### config.mk
export PLATFORM = sky130hd
export DESIGN_NAME = interface_output
export DESIGN_NICKNAME = d
export VERILOG_FILES = /design/src/rtl/interface_output.sv
export SDC_FILE = /design/constraint.sdc
export NUM_CORES = 1
export LEC_CHECK = 0
export CAP_MARGIN = 20
export CORE_MARGIN = 5
export CORE_UTILIZATION = 25
export CTS_CLUSTER_DIAMETER = 100
export DETAILED_ROUTE_END_ITERATION = 16
export GPL_TIMING_DRIVEN = 1
export PLACE_DENSITY_LB_ADDON = 0.08
export SYNTH_ARGS = -nofsm -noshare
export SYNTH_HDL_FRONTEND = slang
export SYNTH_SLANG_ARGS = --single-unit
### constraint.sdc
create_clock -name clk -period 3.2 [get_ports clk]
set_input_delay 0.32 -clock clk [delete_from_list [all_inputs] [get_ports clk]]
set_output_delay 0.32 -clock clk [all_outputs]
set_load 0.005 [all_outputs]
### src/rtl/interface_output.sv
// -----------------------------------------------------------------------------
// interface_output
// Back end of the CORDIC datapath. It takes each result from the core and
// undoes the +/-90 degree range reduction, then buffers the result in a
// show-ahead FIFO whose head drives the valid/ready output port.
//
// Configuration macro: INTERFACE_OUTPUT_SAT_EN
//   defined   -> negating the most negative word saturates to the most positive
//   undefined -> negation wraps (two's complement)
// -----------------------------------------------------------------------------
module interface_output #(
  parameter int DATA_WIDTH  = 16,
  parameter int FIFO_DEPTH  = 4,
  parameter int LEVEL_WIDTH = 3
) (
  input  logic                   clk,
  input  logic                   rst_n,
  input  logic [DATA_WIDTH-1:0]  x_out,
  input  logic [DATA_WIDTH-1:0]  y_out,
  input  logic [DATA_WIDTH-1:0]  degree_out,
  input  logic                   flip_out,
  input  logic                   arctan_en_out,
  input  logic                   valid_out,
  input  logic                   ready_out_interface,
  output logic [DATA_WIDTH-1:0]  cos_out_interface,
  output logic [DATA_WIDTH-1:0]  sin_out_interface,
  output logic [DATA_WIDTH-1:0]  degree_out_interface,
  output logic                   arctan_en_out_interface,
  output logic                   valid_out_interface,
  output logic                   overflow_out_interface,
  output logic [LEVEL_WIDTH-1:0] fifo_level
);

  localparam int PTR_W = $clog2(FIFO_DEPTH);

  localparam logic [DATA_WIDTH-1:0]  ZERO_W  = {DATA_WIDTH{1'b0}};
  localparam logic [DATA_WIDTH-1:0]  ONE_W   = DATA_WIDTH'(1);
  localparam logic [DATA_WIDTH-1:0]  DEG_90  = DATA_WIDTH'(90);
  localparam logic [LEVEL_WIDTH-1:0] LVL_ONE = LEVEL_WIDTH'(1);
  localparam logic [LEVEL_WIDTH-1:0] LVL_MAX = LEVEL_WIDTH'(FIFO_DEPTH);
  localparam logic [LEVEL_WIDTH-1:0] LVL_0   = {LEVEL_WIDTH{1'b0}};
  localparam logic [PTR_W-1:0]       PTR_ONE = PTR_W'(1);
  localparam logic [PTR_W-1:0]       PTR_0   = {PTR_W{1'b0}};

`ifdef INTERFACE_OUTPUT_SAT_EN
  localparam logic [DATA_WIDTH-1:0] MIN_W = {1'b1, {(DATA_WIDTH-1){1'b0}}};
  localparam logic [DATA_WIDTH-1:0] MAX_W = {1'b0, {(DATA_WIDTH-1){1'b1}}};
`endif

  // Two's complement negation; the most negative value is the only special case.
  function automatic logic [DATA_WIDTH-1:0] neg_fn(input logic [DATA_WIDTH-1:0] v);
    logic [DATA_WIDTH-1:0] r;
`ifdef INTERFACE_OUTPUT_SAT_EN
    if (v == MIN_W) begin
      r = MAX_W;
    end else begin
      r = (~v) + ONE_W;
    end
`else
    r = (~v) + ONE_W;
`endif
    return r;
  endfunction

  // ---------------------------------------------------------------------------
  // Stage 1: range-reduction undo
  // ---------------------------------------------------------------------------
  logic                  s1_valid_q, s1_valid_d;
  logic [DATA_WIDTH-1:0] s1_cos_q,   s1_cos_d;
  logic [DATA_WIDTH-1:0] s1_sin_q,   s1_sin_d;
  logic [DATA_WIDTH-1:0] s1_deg_q,   s1_deg_d;
  logic                  s1_atan_q,  s1_atan_d;

  // Post-process the incoming core sample; the angle sign tells which side was folded.
  always_comb begin
    s1_valid_d = valid_out;
    s1_cos_d   = s1_cos_q;
    s1_sin_d   = s1_sin_q;
    s1_deg_d   = s1_deg_q;
    s1_atan_d  = s1_atan_q;
    if (valid_out) begin
      s1_atan_d = arctan_en_out;
      if (arctan_en_out) begin
        s1_cos_d = ZERO_W;
        s1_sin_d = ZERO_W;
        s1_deg_d = degree_out;
      end else if (!flip_out) begin
        s1_cos_d = x_out;
        s1_sin_d = y_out;
        s1_deg_d = degree_out;
      end else if (!degree_out[DATA_WIDTH-1]) begin
        s1_cos_d = neg_fn(y_out);
        s1_sin_d = x_out;
        s1_deg_d = degree_out + DEG_90;
      end else begin
        s1_cos_d = y_out;
        s1_sin_d = neg_fn(x_out);
        s1_deg_d = degree_out - DEG_90;
      end
    end else begin
      s1_atan_d = s1_atan_q;
    end
  end

  // Stage 1 register.
  always_ff @(posedge clk) begin
    if (!rst_n) begin
      s1_valid_q <= 1'b0;
      s1_cos_q   <= ZERO_W;
      s1_sin_q   <= ZERO_W;
      s1_deg_q   <= ZERO_W;
      s1_atan_q  <= 1'b0;
    end else begin
      s1_valid_q <= s1_valid_d;
      s1_cos_q   <= s1_cos_d;
      s1_sin_q   <= s1_sin_d;
      s1_deg_q   <= s1_deg_d;
      s1_atan_q  <= s1_atan_d;
    end
  end

  // ---------------------------------------------------------------------------
  // Stage 2: show-ahead FIFO
  // ---------------------------------------------------------------------------
  logic [DATA_WIDTH-1:0]  mem_cos_q  [FIFO_DEPTH];
  logic [DATA_WIDTH-1:0]  mem_cos_d  [FIFO_DEPTH];
  logic [DATA_WIDTH-1:0]  mem_sin_q  [FIFO_DEPTH];
  logic [DATA_WIDTH-1:0]  mem_sin_d  [FIFO_DEPTH];
  logic [DATA_WIDTH-1:0]  mem_deg_q  [FIFO_DEPTH];
  logic [DATA_WIDTH-1:0]  mem_deg_d  [FIFO_DEPTH];
  logic [FIFO_DEPTH-1:0]  mem_atan_q, mem_atan_d;
  logic [PTR_W-1:0]       wr_ptr_q, wr_ptr_d;
  logic [PTR_W-1:0]       rd_ptr_q, rd_ptr_d;
  logic [LEVEL_WIDTH-1:0] level_q,  level_d;
  logic                   ovf_q,    ovf_d;
  // Last popped values, shown while the FIFO is empty.
  logic [DATA_WIDTH-1:0]  last_cos_q,  last_cos_d;
  logic [DATA_WIDTH-1:0]  last_sin_q,  last_sin_d;
  logic [DATA_WIDTH-1:0]  last_deg_q,  last_deg_d;
  logic                   last_atan_q, last_atan_d;

  logic not_empty_s, full_s, rd_en_s, wr_en_s;

  // FIFO control: a read frees a slot in the same cycle, so a full FIFO still accepts on a read.
  always_comb begin
    not_empty_s = (level_q != LVL_0);
    full_s      = (level_q == LVL_MAX);
    rd_en_s     = not_empty_s && ready_out_interface;
    wr_en_s     = s1_valid_q && (!full_s || rd_en_s);

    mem_cos_d   = mem_cos_q;
    mem_sin_d   = mem_sin_q;
    mem_deg_d   = mem_deg_q;
    mem_atan_d  = mem_atan_q;
    wr_ptr_d    = wr_ptr_q;
    rd_ptr_d    = rd_ptr_q;
    level_d     = level_q;
    ovf_d       = ovf_q;
    last_cos_d  = last_cos_q;
    last_sin_d  = last_sin_q;
    last_deg_d  = last_deg_q;
    last_atan_d = last_atan_q;

    if (wr_en_s) begin
      mem_cos_d[wr_ptr_q]  = s1_cos_q;
      mem_sin_d[wr_ptr_q]  = s1_sin_q;
      mem_deg_d[wr_ptr_q]  = s1_deg_q;
      mem_atan_d[wr_ptr_q] = s1_atan_q;
      wr_ptr_d             = wr_ptr_q + PTR_ONE;
    end else begin
      wr_ptr_d = wr_ptr_q;
    end

    if (rd_en_s) begin
      last_cos_d  = mem_cos_q[rd_ptr_q];
      last_sin_d  = mem_sin_q[rd_ptr_q];
      last_deg_d  = mem_deg_q[rd_ptr_q];
      last_atan_d = mem_atan_q[rd_ptr_q];
      rd_ptr_d    = rd_ptr_q + PTR_ONE;
    end else begin
      rd_ptr_d = rd_ptr_q;
    end

    if (wr_en_s && !rd_en_s) begin
      level_d = level_q + LVL_ONE;
    end else if (rd_en_s && !wr_en_s) begin
      level_d = level_q - LVL_ONE;
    end else begin
      level_d = level_q;
    end

    if (s1_valid_q && !wr_en_s) begin
      ovf_d = 1'b1;
    end else begin
      ovf_d = ovf_q;
    end
  end

  // FIFO state register.
  always_ff @(posedge clk) begin
    if (!rst_n) begin
      for (int i = 0; i < FIFO_DEPTH; i++) begin
        mem_cos_q[i] <= ZERO_W;
        mem_sin_q[i] <= ZERO_W;
        mem_deg_q[i] <= ZERO_W;
      end
      mem_atan_q  <= {FIFO_DEPTH{1'b0}};
      wr_ptr_q    <= PTR_0;
      rd_ptr_q    <= PTR_0;
      level_q     <= LVL_0;
      ovf_q       <= 1'b0;
      last_cos_q  <= ZERO_W;
      last_sin_q  <= ZERO_W;
      last_deg_q  <= ZERO_W;
      last_atan_q <= 1'b0;
    end else begin
      mem_cos_q   <= mem_cos_d;
      mem_sin_q   <= mem_sin_d;
      mem_deg_q   <= mem_deg_d;
      mem_atan_q  <= mem_atan_d;
      wr_ptr_q    <= wr_ptr_d;
      rd_ptr_q    <= rd_ptr_d;
      level_q     <= level_d;
      ovf_q       <= ovf_d;
      last_cos_q  <= last_cos_d;
      last_sin_q  <= last_sin_d;
      last_deg_q  <= last_deg_d;
      last_atan_q <= last_atan_d;
    end
  end

  // Output select: FIFO head when occupied, otherwise the last popped sample.
  always_comb begin
    if (not_empty_s) begin
      cos_out_interface       = mem_cos_q[rd_ptr_q];
      sin_out_interface       = mem_sin_q[rd_ptr_q];
      degree_out_interface    = mem_deg_q[rd_ptr_q];
      arctan_en_out_interface = mem_atan_q[rd_ptr_q];
    end else begin
      cos_out_interface       = last_cos_q;
      sin_out_interface       = last_sin_q;
      degree_out_interface    = last_deg_q;
      arctan_en_out_interface = last_atan_q;
    end
    valid_out_interface    = not_empty_s;
    overflow_out_interface = ovf_q;
    fifo_level             = level_q;
  end

endmodule

# [Yosys cells after proc, flatten, opt, wreduce, memory -nomap -nowiden]
# Cells that the tools add are included.
[op_classes] addsub=8 n_reduce_logical=13 n_mux=34 n_lt_le_gt_ge=6 div=0 multipliers=0 eq_ne=1 shifts=0 n_bitwise=4
[ops] operator="two-way mux 16 bit" count=19
[ops] operator="bitwise mux 64 bit" count=3
[ops] operator="binary-select mux 16 bit (select 2 bit)" count=3
[ops] operator="adder 16 x 1 -> 16 bit (second input constant)" count=2
[ops] operator="demux 16 bit (select 2 bit)" count=1
[ops] operator="NOT 16 bit" count=2
[ops] operator="adder 16 x 7 -> 16 bit (second input constant)" count=1
[ops] operator="subtractor 16 x 7 -> 16 bit (second input constant)" count=1
[ops] operator="logical AND 1 bit" count=7
[ops] operator=">= comparator 3 bit (second input constant)" count=2
[ops] operator="< comparator 2 x 3 -> 1 bit (second input constant)" count=2
[ops] operator="two-way mux 3 bit" count=2
[ops] operator="NOT 2 -> 3 bit" count=2
[ops] operator="adder 2 x 1 -> 2 bit (second input constant)" count=2
[ops] operator="bitwise mux 4 bit" count=1
[ops] operator="adder 3 x 1 -> 3 bit (second input constant)" count=1
[ops] operator="== test 3 bit (second input constant)" count=1
[ops] operator="logical NOT 1 bit" count=3
[ops] operator="< comparator 3 x 1 -> 1 bit (second input constant)" count=1
[ops] operator="two-way mux 1 bit" count=3
[ops] operator="nonzero test 3 bit" count=1
[ops] operator="subtractor 3 x 1 -> 3 bit (second input constant)" count=1
[ops] operator="binary-select mux 1 bit (select 2 bit)" count=1
[ops] operator="demux 1 bit (select 2 bit)" count=1
[ops] operator="other kinds (3)" count=3
[word_totals] latchBits=0 romBits=0 mem_bits_rw=0 output_inout_bits=54 ff_bits=303 input_bits=54 memories=0 word_cells=92

# [Logic depth before layout (Yosys ltp)]
[depth] depth_word=8 mapped_depth=12 mapped_depth_nobuf=9

# [Worst setup path before layout]
# Ideal clock, no wire load.
[synth_timing] kind="register to register" start="register level_q[0] (netlist: fifo_level[0])" end="register level_q[2] (netlist: fifo_level[2])" n_path_buf=3 path_slack_ns=0.606 setup_time_ns=0.070 t_arrival_ns=2.523 synth_period_minus_slack_ns=2.594 path_stages_with_launch=13 required_ns=3.130 cell_sequence="dfxtp_1 or3_1 clkbuf_1 and2_1 buf_2 inv_2 buf_4 ha_1 inv_1 fa_1 xor2_1 or3_1 a21oi_1"
[synth_between] elab_chain_cells=7 elab_cells_between_ends=15 cone_classes="add/sub: 2; eq/ne: 1; mux: 2; reduce/logical: 10"
[synth_lines] element="from (decl)" line="134" source="logic [LEVEL_WIDTH-1:0] level_q, level_d;"
[synth_lines] element="from (signal assigned)" line="223" source="level_q <= level_d;"
[synth_lines] element="parallel branches: the longest is 7 deep, another holds subtractor 3 x 1 -> 3 bit"
# Parallel ways; which one is timed is not known. The select of a mux whose other input is x is not followed.
# A chain may end at the register's enable or synchronous reset.

# [Worst setup path after layout]
[layout_timing] start="register rd_ptr_q[0]" end="output port degree_out_interface[8]"
[layout_between] elab_chain_cells=5
[layout_lines] element="from (decl)" line="133" source="logic [PTR_W-1:0] rd_ptr_q, rd_ptr_d;"
[layout_lines] element="from (signal assigned)" line="222" source="rd_ptr_q <= rd_ptr_d;"
[layout_lines] element="NOT 2 -> 3 bit (implied by the code)" line="237" source="degree_out_interface = mem_deg_q[rd_ptr_q];"
[layout_lines] element="binary-select mux 16 bit (select 2 bit)" line="237"
[layout_lines] element="two-way mux 16 bit (implied by the code) (2 in series)" line="237"
[layout_lines] element="two-way mux 16 bit" line="234" source="if (not_empty_s) begin"
[layout_lines] element="to (decl)" line="27" source="output logic [DATA_WIDTH-1:0] degree_out_interface,"
# Every way passes these cells. The select of a mux whose other input is x is not followed.

==> flow_summary.yaml <==
timing:
  rsz0062_at_grt: "no"
  hold-worst-slack_ns: 0.233
  min_period_ns: 2.98
  tns_ns: 0
  slew_headroom_pct: 47.8
  finalClockSkew_ns: 0.0215
  fmax_mhz: 335
  finalHoldViolations: 0
  finalSetupViolations: 0
  worst_pin_slew_ns: 0.782
  report.final.slew_viol_count: 0
  fin_crit_sh_pct: 93.2
logic_synthesis:
  synth_seq_cells: 303
  ys_types: 54
  synth_top_area_share_pct: 43.8
  syn_nets: 1714
  synthCells: 1638
  synth_area_leaders: "dfxtp_1 44%, nand2_1 14%, a21oi_1 10%"
  synth_area_um2: 13800
  yosys_warnings: 0
  synth-async-reset-ratio_pct: 0
  syn_avg_cell_area_um2: 8.45
  ys.flop_type: "dfxtp_1"
  yosysTopAreaCell: "dfxtp_1"
  yosysSeqAreaShare_pct: 43.8
  synth_edf_count: 0
cts:
  hold_buffers: 0
  cts_buffers: 39
  cts_root_buf: "clkbuf_16"
  clock_latency_ns: 0.55
  post_cts_resized: 0
  cts_buffer_depth: 3
  cts_tree: "done"
  cts_sinks: 303
  htreeDepth: 2
  cts.clk_slew.worst_paths_ns: 0.06
  cts_setup_buffers: 0
power_and_ir_drop:
  netSwitchingFraction_pct: 30.2
  internal_power_mw: 7.55
  p_leak_nw: 5.75
  seq_power_share_pct: 37.2
  clkPwrFrac_pct: 41.4
  cellPowerDensity_nw_per_um2: 636
  ir_drop_v: 0.000867
  p_comb_share_pct: 21.3
  p_switching_mw: 3.27
die:
  die_w_um: 245
  die_y_um: 245
  dieArea_um2: 60200
  io-pin-count: 108
  core-area_um2: 55000
  start_util_pct: 25.2
  rows: 86
route:
  drtAntennaViolNets: 0
  drt_iter0_drc: 562
  drt-total-wl_mm: 47.6
  via_count: 11600
  drt_drc_violations_left: 0
  first_pass_iters: 5
  vias_per_cell: 4.68
  wire_per_inst_um: 19.2
setup_path:
  arrival_ns: 2.66
  r2r-start: "fifo_level[0]$_SDFFE_PN0P_"
  cp-startpoint: "rd_ptr_q[0]$_SDFFE_PN0P_"
  crit_fanout: 10
  rr_endpoint: "fifo_level[2]$_SDFFE_PN0P_"
  cp.required_ns: 2.88
  cp-start-kind: "flop"
  critPathKind: "flop to output port"
  rrSetupSlack_ns: 0.73
  r2r_cells: 9
  cp-end-kind: "output port"
  critical_path.endpoint: "degree_out_interface[8]"
final_layout:
  drive_above_1_share_pct: 12.9
  finalNetCount: 1780
  final_common_cell: "nand2_1"
  layout_common_cells: "523 x nand2_1, 301 x dfxtp_1, 282 x a21oi_1"
  area_delta_synth_final_pct: 22.9
global_routing:
  grt_pass1_wl_mm: 73.2
  antenna_found_initial: 2
  first_global_vias: 11700
  track_usage_pct: 15.6
  grt_max_degree: 111
  grt-ovfl-total: 0
min_path:
  min_path_cells: 4
  hold_class: "input pin to flop"
job:
  drv_cap: 0
status:
  status: "finished, final reports clean"
placed_design:
  port_buffers: 107
  gp_congestion: 0.791
  hpwlAfterDp_mm: 29.8
## cell usage after synthesis (5+ instances only)
cell and instances:
o21a_1 6, or3_1 8, xor2_1 17, inv_1 16, nor3_1 10, dfxtp_1 303, o31ai_1 5, a21o_1 8
a31oi_1 8, buf_6 6, nor2_1 58, o21ai_0 34, a22oi_1 12, mux4_2 49, mux2i_1 10, xnor2_1 22
nand2_1 527, ha_1 20, a311oi_1 6, buf_2 36, clkbuf_1 65, a22o_1 11, mux2_2 49, buf_4 14
a21oi_1 282, a211oi_1 6, and2_1 6
## area by class of cell
| class | instances | area [µm²] |
|---|---|---|
| fill | 5804 | 38000 |
| clock buffer | 62 | 1210 |
| sequential | 303 | 6070 |
| timing repair buffer | 148 | 1510 |
| tap | 748 | 936 |
| clock inverter | 7 | 85.1 |
| multi-input combinational | 1195 | 7130 |
| inverter | 17 | 71.3 |
| antenna | 1 | 2.50 |
## critical path, stage by stage (launching register included)
cell             delay (ns)
dfxtp_4                0.49
buf_4                  0.31
mux4_2                 0.57
mux2_2                 0.28
clkdlybuf4s50_1        0.47
## state kept, by name, indices dropped and copies added, names as in the netlist, 3 cells and up
signal / cells
last_deg_q: 16
fifo_level: 3
last_cos_q: 16
mem_sin_q: 64
mem_deg_q: 64
mem_atan_q: 4
s1_deg_q: 16
last_sin_q: 16
mem_cos_q: 64
s1_sin_q: 16
s1_cos_q: 16
## power groups by stage
stage	clock (mW)	sequential, mW	combinational, mW
floorplan	0	4.03	1.53
global placement	0	4.12	2.38
detailed placement	0	4.11	2.38
CTS	4.63	4.03	2.38
global route	4.75	4.06	2.52
finish	4.48	4.03	2.31
## metrics by stage
step | area (µm²) | utilization [%] | total power, mW | worst slack [ns] | instances
finish | 17000 | 30.9 | 10.8 | 0.218 | 2481
global placement | 15700 | 28.6 | 6.50 | 0.525 | 2411
detailed placement | 15700 | 28.6 | 6.49 | 0.534 | 2411
CTS | 17000 | 30.9 | 11.0 | 0.132 | 2480
floorplan | 13800 | - | 5.56 | 0.606 | 1638
global route | 17000 | 30.9 | 11.3 | 0.0836 | 2481
## worst min-delay path by stage
stage,start,end
after floorplan,rst_n,s1_deg_q[13]$_SDFFE_PN0P_
after global placement,mem_sin_q[15]$_SDFFE_PN0P_,mem_sin_q[15]$_SDFFE_PN0P_
after detailed placement,mem_sin_q[30]$_SDFFE_PN0P_,mem_sin_q[30]$_SDFFE_PN0P_
after CTS,flip_out,s1_sin_q[9]$_SDFFE_PN0P_
after global routing,flip_out,s1_sin_q[9]$_SDFFE_PN0P_
final,flip_out,s1_sin_q[9]$_SDFFE_PN0P_
## logic make-up after synthesis
kind of cell	after synthesis	synth area share (%)
muxes	108	12.7
adders and majority gates	22	2.10
AOI/OAI and AO/OA	393	15.8
and+or+nand+nor	633	18.3
buffers and inverters	140	4.83
DFF	303	43.8
xor gates and xnor gates	39	2.47
## metal layers
layer  track usage (%)  vias up  share of wire [%]
li1                  -     5712                  -
met2              25.5      194                 46
met4              3.71        2                1.9
met5                 0        -              0.015
met1              21.5     5648                 48
met3              2.82       58                4.0
Note: power is estimated with default switching activity, not from simulation.
